### config.mk
export PLATFORM = sky130hd
export DESIGN_NAME = i2c_reg_bank
export DESIGN_NICKNAME = d
export VERILOG_FILES = /design/src/rtl/i2c_regbank_pkg.sv /design/src/rtl/i2c_reg_bank_sync_2ff.sv /design/src/rtl/i2c_reg_bank.sv
export SDC_FILE = /design/constraint.sdc
export NUM_CORES = 1
export LEC_CHECK = 0
export CORE_ASPECT_RATIO = 1.1
export CORE_UTILIZATION = 54
export CTS_CLUSTER_DIAMETER = 200
export DETAILED_ROUTE_END_ITERATION = 7
export GPL_TIMING_DRIVEN = 0
export PLACE_DENSITY_LB_ADDON = 0.15
export SLEW_MARGIN = 20
export SYNTH_ARGS = -nofsm -noshare
export SYNTH_HDL_FRONTEND = slang
export SYNTH_SLANG_ARGS = --single-unit
### constraint.sdc
create_clock -name clk -period 13.8 [get_ports clk]
set_input_delay 2.76 -clock clk [delete_from_list [all_inputs] [get_ports clk]]
set_output_delay 2.76 -clock clk [all_outputs]
set_load 0.02 [all_outputs]
### src/rtl/i2c_regbank_pkg.sv
// Shared constants and select-decode helpers for the I2C register bank.
package i2c_regbank_pkg;

    localparam int unsigned NUM_REGS   = 11;
    localparam int unsigned REG_W      = 8;
    localparam int unsigned COMMIT_IDX = NUM_REGS - 1;
    localparam int unsigned ADDR_W     = 4;

    function automatic logic [ADDR_W-1:0] onehot_to_idx(input logic [NUM_REGS-1:0] oh);
        logic [ADDR_W-1:0] idx;
        idx = '0;
        for (int unsigned i = 0; i < NUM_REGS; i++) begin
            if (oh[i]) idx = idx | ADDR_W'(i);
        end
        return idx;
    endfunction

    function automatic logic more_than_one(input logic [NUM_REGS-1:0] v);
        return (v & (v - NUM_REGS'(1))) != '0;
    endfunction

endpackage

### src/rtl/i2c_reg_bank_sync_2ff.sv
// Two-flop synchroniser, parameterised width, asynchronous active-high reset.
module sync_2ff #(
    parameter int unsigned WIDTH = 1
) (
    input  logic             clk,
    input  logic             rst,
    input  logic [WIDTH-1:0] d,
    output logic [WIDTH-1:0] q
);

    logic [WIDTH-1:0] r_meta;
    logic [WIDTH-1:0] r_sync;

    always_ff @(posedge clk or posedge rst) begin
        if (rst) begin
            r_meta <= '0;
            r_sync <= '0;
        end else begin
            r_meta <= d;
            r_sync <= r_meta;
        end
    end

    assign q = r_sync;

endmodule

### src/rtl/i2c_reg_bank.sv
// Register bank written by resynchronised one-hot select pulses from the I2C slave.
// Optional shadow/commit publication under macro I2C_REGBANK_COMMIT_EN.
module i2c_reg_bank
    import i2c_regbank_pkg::*;
(
    input  logic                      clk,
    input  logic                      rst,
    input  logic [REG_W-1:0]          data_in,
    input  logic [NUM_REGS-1:0]       reg_sel,
    output logic [NUM_REGS*REG_W-1:0] regs,
    output logic                      wr_strobe,
    output logic [ADDR_W-1:0]         wr_addr,
    output logic                      commit_pulse,
    output logic                      err_multi
);

    logic [NUM_REGS-1:0] w_sel_s;
    logic [REG_W-1:0]    w_dat_s;
    logic [NUM_REGS-1:0] r_sel_d;
    logic [1:0]          r_prime;
    logic [NUM_REGS-1:0] w_rise;
    logic                w_multi;
    logic                w_wr;
    logic [ADDR_W-1:0]   w_idx;

    logic [REG_W-1:0]    r_regs [NUM_REGS];
    logic                r_wr_strobe;
    logic [ADDR_W-1:0]   r_wr_addr;
    logic                r_err_multi;

    sync_2ff #(.WIDTH(NUM_REGS)) u_sync_sel (
        .clk (clk),
        .rst (rst),
        .d   (reg_sel),
        .q   (w_sel_s)
    );

    sync_2ff #(.WIDTH(REG_W)) u_sync_dat (
        .clk (clk),
        .rst (rst),
        .d   (data_in),
        .q   (w_dat_s)
    );

    assign w_rise  = w_sel_s & ~r_sel_d;
    assign w_multi = more_than_one(w_rise);
    assign w_wr    = (|w_rise) && !w_multi;
    assign w_idx   = onehot_to_idx(w_rise);

    // Until the synchroniser has refilled after reset, sel_d is forced high so a
    // select already held across reset must first be seen low before it can write.
    always_ff @(posedge clk or posedge rst) begin
        if (rst) begin
            r_prime <= '0;
            r_sel_d <= '0;
        end else begin
            r_prime <= {r_prime[0], 1'b1};
            r_sel_d <= r_prime[1] ? w_sel_s : '1;
        end
    end

    always_ff @(posedge clk or posedge rst) begin
        if (rst) begin
            r_wr_strobe <= 1'b0;
            r_wr_addr   <= '0;
            r_err_multi <= 1'b0;
        end else begin
            r_wr_strobe <= w_wr;
            if (w_wr) r_wr_addr <= w_idx;
            if ((|w_rise) && w_multi) r_err_multi <= 1'b1;
        end
    end

`ifdef I2C_REGBANK_COMMIT_EN
    logic [REG_W-1:0] r_shadow [COMMIT_IDX];
    logic             r_commit_pend;
    logic             r_commit_pulse;

    always_ff @(posedge clk or posedge rst) begin
        if (rst) begin
            for (int unsigned i = 0; i < NUM_REGS; i++) r_regs[i] <= '0;
            for (int unsigned i = 0; i < COMMIT_IDX; i++) r_shadow[i] <= '0;
            r_commit_pend  <= 1'b0;
            r_commit_pulse <= 1'b0;
        end else begin
            for (int unsigned i = 0; i < COMMIT_IDX; i++) begin
                if (w_wr && w_rise[i]) r_shadow[i] <= w_dat_s;
                if (r_commit_pend)     r_regs[i]   <= r_shadow[i];
            end
            if (w_wr && w_rise[COMMIT_IDX]) r_regs[COMMIT_IDX] <= w_dat_s;
            r_commit_pend  <= w_wr && w_rise[COMMIT_IDX] && w_dat_s[0];
            r_commit_pulse <= r_commit_pend;
        end
    end

    assign commit_pulse = r_commit_pulse;
`else
    always_ff @(posedge clk or posedge rst) begin
        if (rst) begin
            for (int unsigned i = 0; i < NUM_REGS; i++) r_regs[i] <= '0;
        end else begin
            for (int unsigned i = 0; i < NUM_REGS; i++) begin
                if (w_wr && w_rise[i]) r_regs[i] <= w_dat_s;
            end
        end
    end

    assign commit_pulse = 1'b0;
`endif

    always_comb begin
        regs = '0;
        for (int unsigned i = 0; i < NUM_REGS; i++) begin
            regs[i*REG_W +: REG_W] = r_regs[i];
        end
    end

    assign wr_strobe = r_wr_strobe;
    assign wr_addr   = r_wr_addr;
    assign err_multi = r_err_multi;

endmodule
==> results.sh <==
export IMPL_hold_viol_final=0
export IMPL_crit_path_max_incr_delay_ns=0.63
export IMPL_drt_first_pass_iters=7
export IMPL_ys_seq_area_frac=0.662
export IMPL_cts_sinks=145
export IMPL_vias=3035
export IMPL_drt_iter0_markers=149
export IMPL_slew_violations=0
export IMPL_antenna_left=0
export IMPL_syn_num_nets=342
export IMPL_reg2regPathDepth=7
export IMPL_die_area_um2=10600
export IMPL_ys_types=36
export IMPL_crit_family="buffers and inverters"
export IMPL_multi_input_area_um2=1780
export IMPL_status="finished, violations left"
export IMPL_ir_drop_mv=0.141
export IMPL_dpl_hpwl_um=7150
export IMPL_criticalPathCategory="flop to primary output"
export IMPL_rows=38
export IMPL_synthArstFlopShare=1.00
export IMPL_setup_ws_ns=9.52
export IMPL_clk_pin_slew_ns=0.06
export IMPL_leakagePower_nw=3.37
export IMPL_rsz0062_at_grt="false"
export IMPL_cts_tree="done"
export IMPL_violations="DRC"
export IMPL_htreeDepth=4
export IMPL_intPower_mw=1.05
export IMPL_crit_path_cell_trace="clkdlybuf4s50_1"
export IMPL_netlist_instances=321
export IMPL_drive_above_1_share=0.308
export IMPL_pre_cts_ws_ns=9.85
export IMPL_synth_edff_count=0
export IMPL_grt_ovfl_total=0
export IMPL_tns_ns=0
export IMPL_timing_final_crit_period_ns=4.28
export IMPL_wire_per_inst_um=18.1
export IMPL_globalplace_congestion=0.825
export IMPL_insertion_delay_ns=0.51
export IMPL_cts_setup_buffers=0
export IMPL_io_pins=116
export IMPL_worst_path_stages=1
export IMPL_grt_use_total=0.225
export IMPL_p_comb_frac=0.295
export IMPL_regArea_um2=3630
export IMPL_die_width_um=98.1
export IMPL_worst_path_buf_inv=1
export IMPL_hp_class="flop to flop"
export IMPL_relSlewSlack=0.496
export IMPL_cp_start_kind="flop"
export IMPL_clkPwrFrac=0.319
export IMPL_grt_max_degree=111
export IMPL_nNetsFinal=476
export IMPL_end_kind="primary output"
export IMPL_p_per_area_nw_per_um2=198
export IMPL_cts_root_buf="clkbuf_8"
export IMPL_power_frac_seq=0.386
export IMPL_grt_pass1_vias=3232
export IMPL_cts_resized=0
export IMPL_holdBufCountCts=0
export IMPL_clockBufferDepth=2
export IMPL_final_common_cell="dfrtp_1"
export IMPL_start_util=0.555
export IMPL_drc_errors=12
export IMPL_critPathArrivalTime_ns=1.52
export IMPL_required_ns=11.04
export IMPL_setup_viol=0
export IMPL_p_switching_mw=0.418
export IMPL_diodes=0
export IMPL_synth_area_um2=5480
export IMPL_syn_to_final_growth_pct=35.5
export IMPL_via_per_inst=5.16
export IMPL_whs_path_depth=0
export IMPL_fmax_ghz=0.234
export IMPL_cp_slowest_cell="clkdlybuf4s50_1"
export IMPL_syn_mean_instance_area_um2=17.1
export IMPL_coreArea_um2=9890
export IMPL_nFillCells=625
export IMPL_post_route_period_util=0.310
export IMPL_grt_pass1_wl_um=17400
export IMPL_layout_common_cells="145 x dfrtp_1, 114 x clkdlybuf4s50_1, 56 x mux2_4"
export IMPL_tightest_slew_ns=0.757
export IMPL_ys_warn_count=0
export IMPL_synth_seq_cells=145
export IMPL_drt_wl_total_um=10700
export IMPL_netSwitchingFraction=0.285
export IMPL_port_buffers=114
export IMPL_fp_dieH_um=108
export IMPL_finalClockSkew_ns=0.00540
export IMPL_synth_main_ff_cell="dfrtp_1"
export IMPL_antenna_found_initial=0
export IMPL_max_cap_violations=0
export IMPL_cp_max_fo=2
export IMPL_numCtsBuffers=17
[layer usage]
| metal | up-vias | part of all wire | GRT usage |
|---|---|---|---|
| li1 | 1379 | - | - |
| met1 | 1541 | 0.43 | 0.280 |
| met2 | 95 | 0.50 | 0.370 |
| met3 | 20 | 0.047 | 0.0643 |
| met4 | 0 | 0.027 | 0.0963 |
| met5 | - | 0 | 0 |
[flip-flops by register name, summed over array words and instances (netlist names)]
register,cells
u_sync_sel.r_meta,11
err_multi,1
wr_strobe,1
r_sel_d,11
u_sync_sel.q,11
r_prime,2
wr_addr,4
regs,88
u_sync_dat.q,8
u_sync_dat.r_meta,8
[cell type report]
class,instances,share of cell area
Clock inverter,11,0.0204
Timing Repair Buffer,115,0.157
Inverter,3,0.00253
Sequential cell,145,0.488
Buffer,12,0.00859
Tap cell,120,0.0202
Clock buffer,21,0.0631
Multi-Input combinational cell,161,0.240
[stage by stage]
| stage | utilization | total power, mW | cells | hold WS, ns | cell area, um2 |
|---|---|---|---|---|---|
| global placement | 0.685 | 0.994 | 555 | 0.332 | 6780 |
| global route | 0.751 | 1.53 | 588 | 0.357 | 7430 |
| finish | 0.751 | 1.47 | 588 | 0.345 | 7430 |
| floorplan | - | 0.799 | 321 | 0.331 | 5480 |
| detailed placement | 0.689 | 1.01 | 556 | 0.335 | 6810 |
| CTS | 0.751 | 1.48 | 588 | 0.349 | 7430 |
[cells by family after synthesis]
group | count (synthesis) | synth area share
and+or+nand+nor | 58 | 0.0840
AOI/OAI and AO/OA | 10 | 0.0141
other | 2 | 0.00137
DFF | 145 | 0.662
buffers and inverters | 15 | 0.0137
muxes | 91 | 0.225
[power by group through the flow]
stage | Clock [mW] | Sequential [mW] | Combinational (mW)
2_1_floorplan | 0 | 0.667 | 0.132
5_1_grt | 0.497 | 0.576 | 0.454
3_5_place_dp | 0 | 0.572 | 0.436
3_3_place_gp | 0 | 0.568 | 0.426
4_1_cts | 0.476 | 0.566 | 0.437
6_report | 0.469 | 0.566 | 0.433
[final timing paths]
| check | to | startpoint | slack, ns |
|---|---|---|---|
| max reg2reg | regs[54] | u_sync_sel.q[3] | 11.28 |
| max | regs[43] | regs[43] | 9.52 |
| max in group asynchronous | r_sel_d[6] | rst | 10.42 |
| min reg2reg | u_sync_sel.q[1] | u_sync_sel.r_meta[1] | 0.34 |
| min | u_sync_sel.q[1] | u_sync_sel.r_meta[1] | 0.34 |
| min in group asynchronous | regs[42] | rst | 2.61 |
[cell usage after synthesis, drive strengths merged (4+ instances only)]
cell type | count | area, um2
nand2b | 17 | 106
clkbuf | 9 | 33.8
nor2b | 4 | 35.0
nand2 | 6 | 25.0
and2b | 4 | 30.0
dfrtp | 145 | 3630
nor2 | 5 | 18.8
nand3 | 10 | 143
mux2 | 91 | 1230
No activity file was read; power rests on OpenSTA's default activity.
